==> src/rtl/alu_mul_ctrl.sv <==
`default_nettype none
// ============================================================================
// Module   : alu_mul_ctrl
// Purpose  : Multi-cycle unsigned WIDTH x WIDTH -> 2*WIDTH shift-add multiplier
//            controller. Sequences an external shared ALU as its adder, one
//            ADD per cycle for WIDTH cycles.
// Options  : `define MUL_SIGNED_EN adds the signed_op port and a FIX state
//            that negates the product for signed operands of mixed sign.
// Revision : 1.0 - initial release
// ============================================================================
module alu_mul_ctrl #(
   parameter int WIDTH = 32,
   parameter int CNT_W = 5
) (
   input  logic             clk,
   input  logic             rst_n,
   input  logic             start,
`ifdef MUL_SIGNED_EN
   input  logic             signed_op,
`endif
   input  logic [WIDTH-1:0] op_a,
   input  logic [WIDTH-1:0] op_b,
   output logic             busy,
   output logic             done,
   output logic [WIDTH-1:0] product_hi,
   output logic [WIDTH-1:0] product_lo,
   output logic [WIDTH-1:0] alu_a,
   output logic [WIDTH-1:0] alu_b,
   output logic [3:0]       alu_control,
   input  logic [WIDTH-1:0] alu_result,
   input  logic             alu_carry
);

   localparam logic [1:0] c_st_idle = 2'd0;
   localparam logic [1:0] c_st_run  = 2'd1;
   localparam logic [1:0] c_st_done = 2'd2;
`ifdef MUL_SIGNED_EN
   localparam logic [1:0] c_st_fix  = 2'd3;
`endif

   localparam logic [3:0]       c_alu_add  = 4'b0010;
   localparam logic [3:0]       c_alu_idle = 4'b0000;
   localparam logic [CNT_W-1:0] c_last_it  = CNT_W'(WIDTH - 1);

   logic [1:0]       r_state;
   logic [1:0]       w_next_state;
   logic [CNT_W-1:0] r_count;
   logic [WIDTH-1:0] r_mcand;
   logic [WIDTH-1:0] r_hi;
   logic [WIDTH-1:0] r_lo;
   logic [WIDTH-1:0] w_cap_a;
   logic [WIDTH-1:0] w_cap_b;
`ifdef MUL_SIGNED_EN
   logic             r_fix;   // operation takes the FIX pass
   logic             r_neg;   // result must be negated in FIX
   logic [2*WIDTH-1:0] w_neg_prod;
`endif

   assign product_hi = r_hi;
   assign product_lo = r_lo;

   // Operand capture values: magnitudes for signed requests, raw otherwise
   always_comb begin
      w_cap_a = op_a;
      w_cap_b = op_b;
`ifdef MUL_SIGNED_EN
      if (signed_op) begin
         if (op_a[WIDTH-1]) w_cap_a = ~op_a + 1'b1;
         if (op_b[WIDTH-1]) w_cap_b = ~op_b + 1'b1;
      end
`endif
   end

`ifdef MUL_SIGNED_EN
   assign w_neg_prod = ~{r_hi, r_lo} + 1'b1;
`endif

   // State register
   always_ff @(posedge clk) begin
      if (!rst_n) r_state <= c_st_idle;
      else        r_state <= w_next_state;
   end

   // Next-state logic; start is only honoured in IDLE
   always_comb begin
      w_next_state = r_state;
      case (r_state)
         c_st_idle: if (start) w_next_state = c_st_run;
         c_st_run: begin
            if (r_count == c_last_it) begin
`ifdef MUL_SIGNED_EN
               w_next_state = r_fix ? c_st_fix : c_st_done;
`else
               w_next_state = c_st_done;
`endif
            end
         end
`ifdef MUL_SIGNED_EN
         c_st_fix:  w_next_state = c_st_done;
`endif
         c_st_done: w_next_state = c_st_idle;
         default:   w_next_state = c_st_idle;
      endcase
   end

   // Status flags and ALU drive; the ALU is released whenever not in RUN
   always_comb begin
      busy        = 1'b0;
      done        = 1'b0;
      alu_a       = '0;
      alu_b       = '0;
      alu_control = c_alu_idle;
      case (r_state)
         c_st_run: begin
            busy        = 1'b1;
            alu_control = c_alu_add;
            alu_a       = r_hi;
            alu_b       = r_lo[0] ? r_mcand : '0;
         end
`ifdef MUL_SIGNED_EN
         c_st_fix:  busy = 1'b1;
`endif
         c_st_done: done = 1'b1;
         default: ;
      endcase
   end

   // Datapath: capture on accepted start, 65-bit shift per RUN cycle
   always_ff @(posedge clk) begin
      if (!rst_n) begin
         r_count <= '0;
         r_mcand <= '0;
         r_hi    <= '0;
         r_lo    <= '0;
`ifdef MUL_SIGNED_EN
         r_fix   <= 1'b0;
         r_neg   <= 1'b0;
`endif
      end else begin
         case (r_state)
            c_st_idle: begin
               if (start) begin
                  r_mcand <= w_cap_a;
                  r_lo    <= w_cap_b;
                  r_hi    <= '0;
                  r_count <= '0;
`ifdef MUL_SIGNED_EN
                  r_fix   <= signed_op;
                  r_neg   <= signed_op & (op_a[WIDTH-1] ^ op_b[WIDTH-1]);
`endif
               end
            end
            c_st_run: begin
               {r_hi, r_lo} <= {alu_carry, alu_result, r_lo[WIDTH-1:1]};
               r_count      <= r_count + 1'b1;
            end
`ifdef MUL_SIGNED_EN
            c_st_fix: begin
               if (r_neg) {r_hi, r_lo} <= w_neg_prod;
            end
`endif
            default: ;
         endcase
      end
   end

endmodule
`default_nettype wire

==> config.mk <==
export PLATFORM = sky130hd
export DESIGN_NAME = alu_mul_ctrl
export DESIGN_NICKNAME = d
export VERILOG_FILES = /design/src/rtl/alu_mul_ctrl.sv
export SDC_FILE = /design/constraint.sdc
export NUM_CORES = 1
export LEC_CHECK = 0
export CAP_MARGIN = 0
export CORE_ASPECT_RATIO = 1.4
export CORE_MARGIN = 3
export CORE_UTILIZATION = 37
export CTS_BUF_LIST = sky130_fd_sc_hd__clkbuf_8
export CTS_CLUSTER_DIAMETER = 150
export DETAILED_ROUTE_END_ITERATION = 16
export PLACE_DENSITY = 0.79
export SYNTH_ARGS = -nofsm -noshare
export SYNTH_HDL_FRONTEND = slang
export SYNTH_SLANG_ARGS = --single-unit
export TNS_END_PERCENT = 50
==> constraint.sdc <==
create_clock -name clk -period 1.3 [get_ports clk]
set_input_delay 0.13 -clock clk [delete_from_list [all_inputs] [get_ports clk]]
set_output_delay 0.13 -clock clk [all_outputs]
set_load 0.02 [all_outputs]
Yosys cells after proc, flatten, opt, wreduce, memory -nomap -nowiden:

Cells that the tools add are included.

* flip-flop bits (word level): 103
* output and inout port bits: 134

* add/sub/neg operators: 1
* eq/ne operators: 5
* mux-type cells: 15
* reduce and logical (&&, ||, !) cells: 5

Operator list (number)
* two-way mux 32 bit: 5
* one-hot mux 32 bit (2 select lines): 2
* one-hot mux 5 bit (2 select lines): 1
* two-way mux 2 bit: 3
* AND reduction 2 bit: 3
* adder 5 x 1 -> 5 bit (second input constant): 1
* equality test 5 bit (second input constant): 1
* two-way mux 5 bit: 1
* != test 2 bit (second input constant): 2
* one-hot mux 2 bit (2 select lines): 1
* equality test 2 x 1 -> 1 bit (second input constant): 1
* equality test 2 bit (second input constant): 1
* zero test 2 bit: 1
* two-way mux 1 bit: 2
* nonzero test 2 bit: 1

Logic depth before layout (Yosys ltp):

Gate-level depths: netlist of run 1.

* word-level depth: 3
* depth in mapped cells: 7

Worst setup path before layout of run 1:

Ideal clock, no wire load.

* path type: flip-flop to output port
* start point: register r_state[1]
* end point: output port alu_a[22]
* arrival time: 1348 ps
* data required time: 1170 ps
* path slack: -178 ps
* cell stages (with the launch flop): 6
* cells stage by stage: dfxtp_1 nand2b_1 buf_2 inv_2 clkbuf_1 and2_1

* longest elaborated chain between the ends: 2

RTL lines
* start, declared: RTL line 45 `logic [1:0] r_state;`
* start signal, assigned: RTL line 80 `if (!rst_n) r_state <= c_st_idle;`
* start signal, assigned: RTL line 81 `else r_state <= w_next_state;`
* equality test 2 x 1 -> 1 bit: RTL line 113 `case (r_state)`
* two-way mux 32 bit: RTL line 113
* end, declared: RTL line 27 `output logic [WIDTH-1:0] alu_a,`

No other way between the ends.

Final worst setup path of run 1:

* start point: register r_state[1]
* end point: output port alu_a[26]

Same word-level chain as after synthesis.

==> impl_metrics.ini, run 1 <==
[timing]
final-hold-violation-count = 0
fmax_mhz = 633
clock_skew_ns = 0.0105
final_setup_fails = 167
tightest_slew_ns = 0.719
grt_setup_unrepaired = yes
setup_ws_ns = -0.279
period_share_pct = 121
slew-limit-headroom_pct = 52.0
layout_min_cycle_time_ns = 1.58
drv_slew = 0
setup_tns_ns = -30.14

[layout]
filler_cell_count = 1037
finalCoreUtilization_pct = 60.9
num-nets-final = 895
area_growth_pct = 59.0
share_of_cells_above_drive_strength_1_pct = 19.5
antennaDiodeCount = 0
stdcell_count = 942
postLayoutCellArea_mm2 = 0.00698

[cts]
root_buffer = sky130_fd_sc_hd__clkbuf_8
insertion_delay_ns = 0.36
clock_sink_count = 103
cts.reportedPaths.clkPinSlew_ns = 0.10
htreeDepth = 3
tritoncts = yes
cts_inserted_buffers = 9
buffer_levels_on_the_longest_clock_path = 2

[worst_setup_path]
cp.buffers_inverters = 3
cpLargestDelayFamily = buffers and inverters
arrival_ns = 1.45
timing.critical_path.fanout_max = 27
path_cells = nand2b_4 -> clkinv_8 -> buf_16 -> and2_2 -> buf_2
endpoint_kind = output port
worst_setup_path_start_kind = flip-flop
worst_ep_required_time_ns = 1.17
cpPeakStageDelay_ns = 0.34
path_class = flip-flop to output port
critical_path.slowest_cell = sky130_fd_sc_hd__dfxtp_2

[routing]
drt.antenna.violating_nets = 0
drc_errors = 0
detail_route.wl_per_cell_um = 15.9
drtIter0Drc = 220
firstDrtPassIters = 5
routed_via_density = 5.14
wirelength_um = 15000
vias = 4842

[die]
floorplan.initialDensity_pct = 38.3
ios = 234
std_cell_rows = 46
dieWidth_um = 98.1
chipHeight_um = 135
floorplan.die_area_mm2 = 0.0132
design.core.area_mm2 = 0.0115

[run_status]
failed_checks = setup timing
run_status = complete, but fails checks

[synthesis]
yosys.cell_types.count = 26
post_synth.cell_area_avg_um2 = 7.65
mappedNetlistArea_mm2 = 0.00439
ys_ff_latch = 103
yosys_warnings = 0
synth-seq-area-share_pct = 47.0
syn_inst = 574

[grt]
grt-ovfl-total = 0
grt_antenna_before_repair = 0
wire_length_of_the_first_global_routing_pass_um = 23500
groute.usage.overall_pct = 21.7
grt_start_max_net_pins = 70
first_global_vias = 4675

[pwr]
irDropWorstVdd_mv = 0.549
pwr_density_cell_mw_per_mm2 = 1070
leakagePower_nw = 3.35

[place]
placed_cells_incl_taps = 925
place_worst_setup_slack_ns = -0.431
hpwl_um = 10800
post_dp_cell_area_mm2 = 0.00699
portBuffers = 230
finalWeightedCongestion = 0.819

[job]
max_cap_viols = 0

[hold_path]
hold_path_class = primary input to flip-flop
-- registers in the layout, summed over array words and instances (netlist names) --
signal	flops
product_lo	32
r_state	2
r_mcand	32
product_hi	32
r_count	5
-- logic make-up (layout without fill, tap and decap cells) --
logic type	count (synthesis)	in the layout	share of synthesized area (%)
DFF	103	103	47.0
and+or+nand+nor	273	273	28.7
AOI/OAI and AO/OA	136	136	16.8
buffers and inverters	59	281	6.87
other	1	3	0.0854
adders and majority gates	2	2	0.570
-- report_power, final --
part           switching [mW]  leakage, nW  internal, mW
combinational           0.874         2.37         0.766
sequential              0.139        0.848          3.37
clock                    1.04        0.130          1.31
-- cell type report --
class | count | area (µm²) | area share [%]
tap | 144 | 180 | 2.58
timing repair buffer | 263 | 2370 | 34.0
inverter | 2 | 20.0 | 0.287
clock buffer | 10 | 138 | 1.97
clock inverter | 6 | 101 | 1.45
sequential | 103 | 2060 | 29.6
multi-input combinational | 414 | 2100 | 30.1
-- worst reg2reg max path, cell delays in order, from the launching register on --
cell	delay (ns)
sky130_fd_sc_hd__dfxtp_2	0.34
sky130_fd_sc_hd__nand2b_4	0.16
sky130_fd_sc_hd__buf_4	0.59
sky130_fd_sc_hd__nand2_1	0.18
sky130_fd_sc_hd__a31oi_1	0.22
-- layout by cell type, fill, tap and decap left out, types with 2 or more instances in the layout --
master	synthesis	final
sky130_fd_sc_hd__dlymetal6s2s_1	0	8
sky130_fd_sc_hd__o21ai_0	32	32
sky130_fd_sc_hd__dfxtp_2	0	2
sky130_fd_sc_hd__and2_4	0	7
sky130_fd_sc_hd__and3_1	34	33
sky130_fd_sc_hd__clkbuf_2	0	2
sky130_fd_sc_hd__bufinv_16	0	3
sky130_fd_sc_hd__clkdlybuf4s50_1	0	99
sky130_fd_sc_hd__a31oi_1	33	33
sky130_fd_sc_hd__dfxtp_1	103	101
sky130_fd_sc_hd__buf_6	5	11
sky130_fd_sc_hd__buf_12	0	9
sky130_fd_sc_hd__nand2_1	162	162
sky130_fd_sc_hd__a21oi_1	67	67
sky130_fd_sc_hd__clkbuf_8	0	10
sky130_fd_sc_hd__buf_2	19	51
sky130_fd_sc_hd__dlygate4sd2_1	0	51
sky130_fd_sc_hd__ha_1	2	2
sky130_fd_sc_hd__nand3_1	36	36
sky130_fd_sc_hd__conb_1	1	3
sky130_fd_sc_hd__nor2_1	2	2
sky130_fd_sc_hd__and2_2	0	22
sky130_fd_sc_hd__buf_4	5	29
sky130_fd_sc_hd__inv_1	0	3
sky130_fd_sc_hd__and2_1	32	3
-- synth_stat cells, drive strengths merged --
master / instances / share of area (%)
nand3: 36 / 4.1
dfxtp: 103 / 47
or3: 1 / 0.14
nor3: 1 / 0.11
o21a: 1 / 0.17
a211oi: 1 / 0.17
o21ba: 1 / 0.23
clkbuf: 28 / 2.4
a31oi: 33 / 4.7
o21ai: 32 / 3.6
o211a: 1 / 0.23
nand2b: 2 / 0.29
and3: 34 / 4.8
or3b: 1 / 0.20
ha: 2 / 0.57
inv: 2 / 0.17
a21oi: 67 / 7.6
nand2: 162 / 14
conb: 1 / 0.085
nor2: 2 / 0.17
nor3b: 1 / 0.29
and2: 32 / 4.6
buf: 29 / 4.3
nor2b: 1 / 0.14
-- final timing paths --
| check | slack (ns) | endpoint | from | cells past startpoint |
|---|---|---|---|---|
| min | 0.31 | r_mcand[16]$_SDFFE_PN0P_ | op_a[16] | 3 |
| max | -0.28 | alu_a[26] | r_state[1]$_SDFFE_PN0P_ | 5 |
| max reg2reg | -0.25 | product_lo[29]$_SDFFE_PN0P_ | r_state[1]$_SDFFE_PN0P_ | 4 |
| min reg2reg | 0.45 | r_mcand[13]$_SDFFE_PN0P_ | r_mcand[13]$_SDFFE_PN0P_ | 2 |
-- metal layers --
layer	vias up	track usage (%)	wire length [µm]	part of all wire (%)
li1	2353	-	-	-
met1	2279	24.9	5770	38
met2	177	39.8	7980	53
met3	33	3.62	811	5.4
met4	0	8.47	447	3.0
met5	-	0	0	0
-- what timing repair did --
action	in CTS	in global routing
endpoints found under the setup margin	233	179
pin swaps	4	0
gates cloned	1	0
buffers inserted	0	0
gates resized for setup	365	20
hold buffers	0	0
-- stage by stage --
stage	total power, mW	hold WS [ns]
after floorplan	4.38	0.266
after global placement	5.25	0.438
after detailed placement	5.30	0.443
after global routing	7.86	0.305
after CTS	7.58	0.289
final	7.50	0.310
Note: power is estimated with default switching activity, not from simulation.
==> run 2: changes to the inputs <==
--- a/config.mk
+++ b/config.mk
@@ -13,6 +13,7 @@
 export CTS_CLUSTER_DIAMETER = 150
 export DETAILED_ROUTE_END_ITERATION = 16
 export PLACE_DENSITY = 0.79
+export SLEW_MARGIN = 5
 export SYNTH_ARGS = -nofsm -noshare
 export SYNTH_HDL_FRONTEND = slang
 export SYNTH_SLANG_ARGS = --single-unit
==> results of run 2 <==
No change in the layout: final DEF, timing and power equal those of run 1.
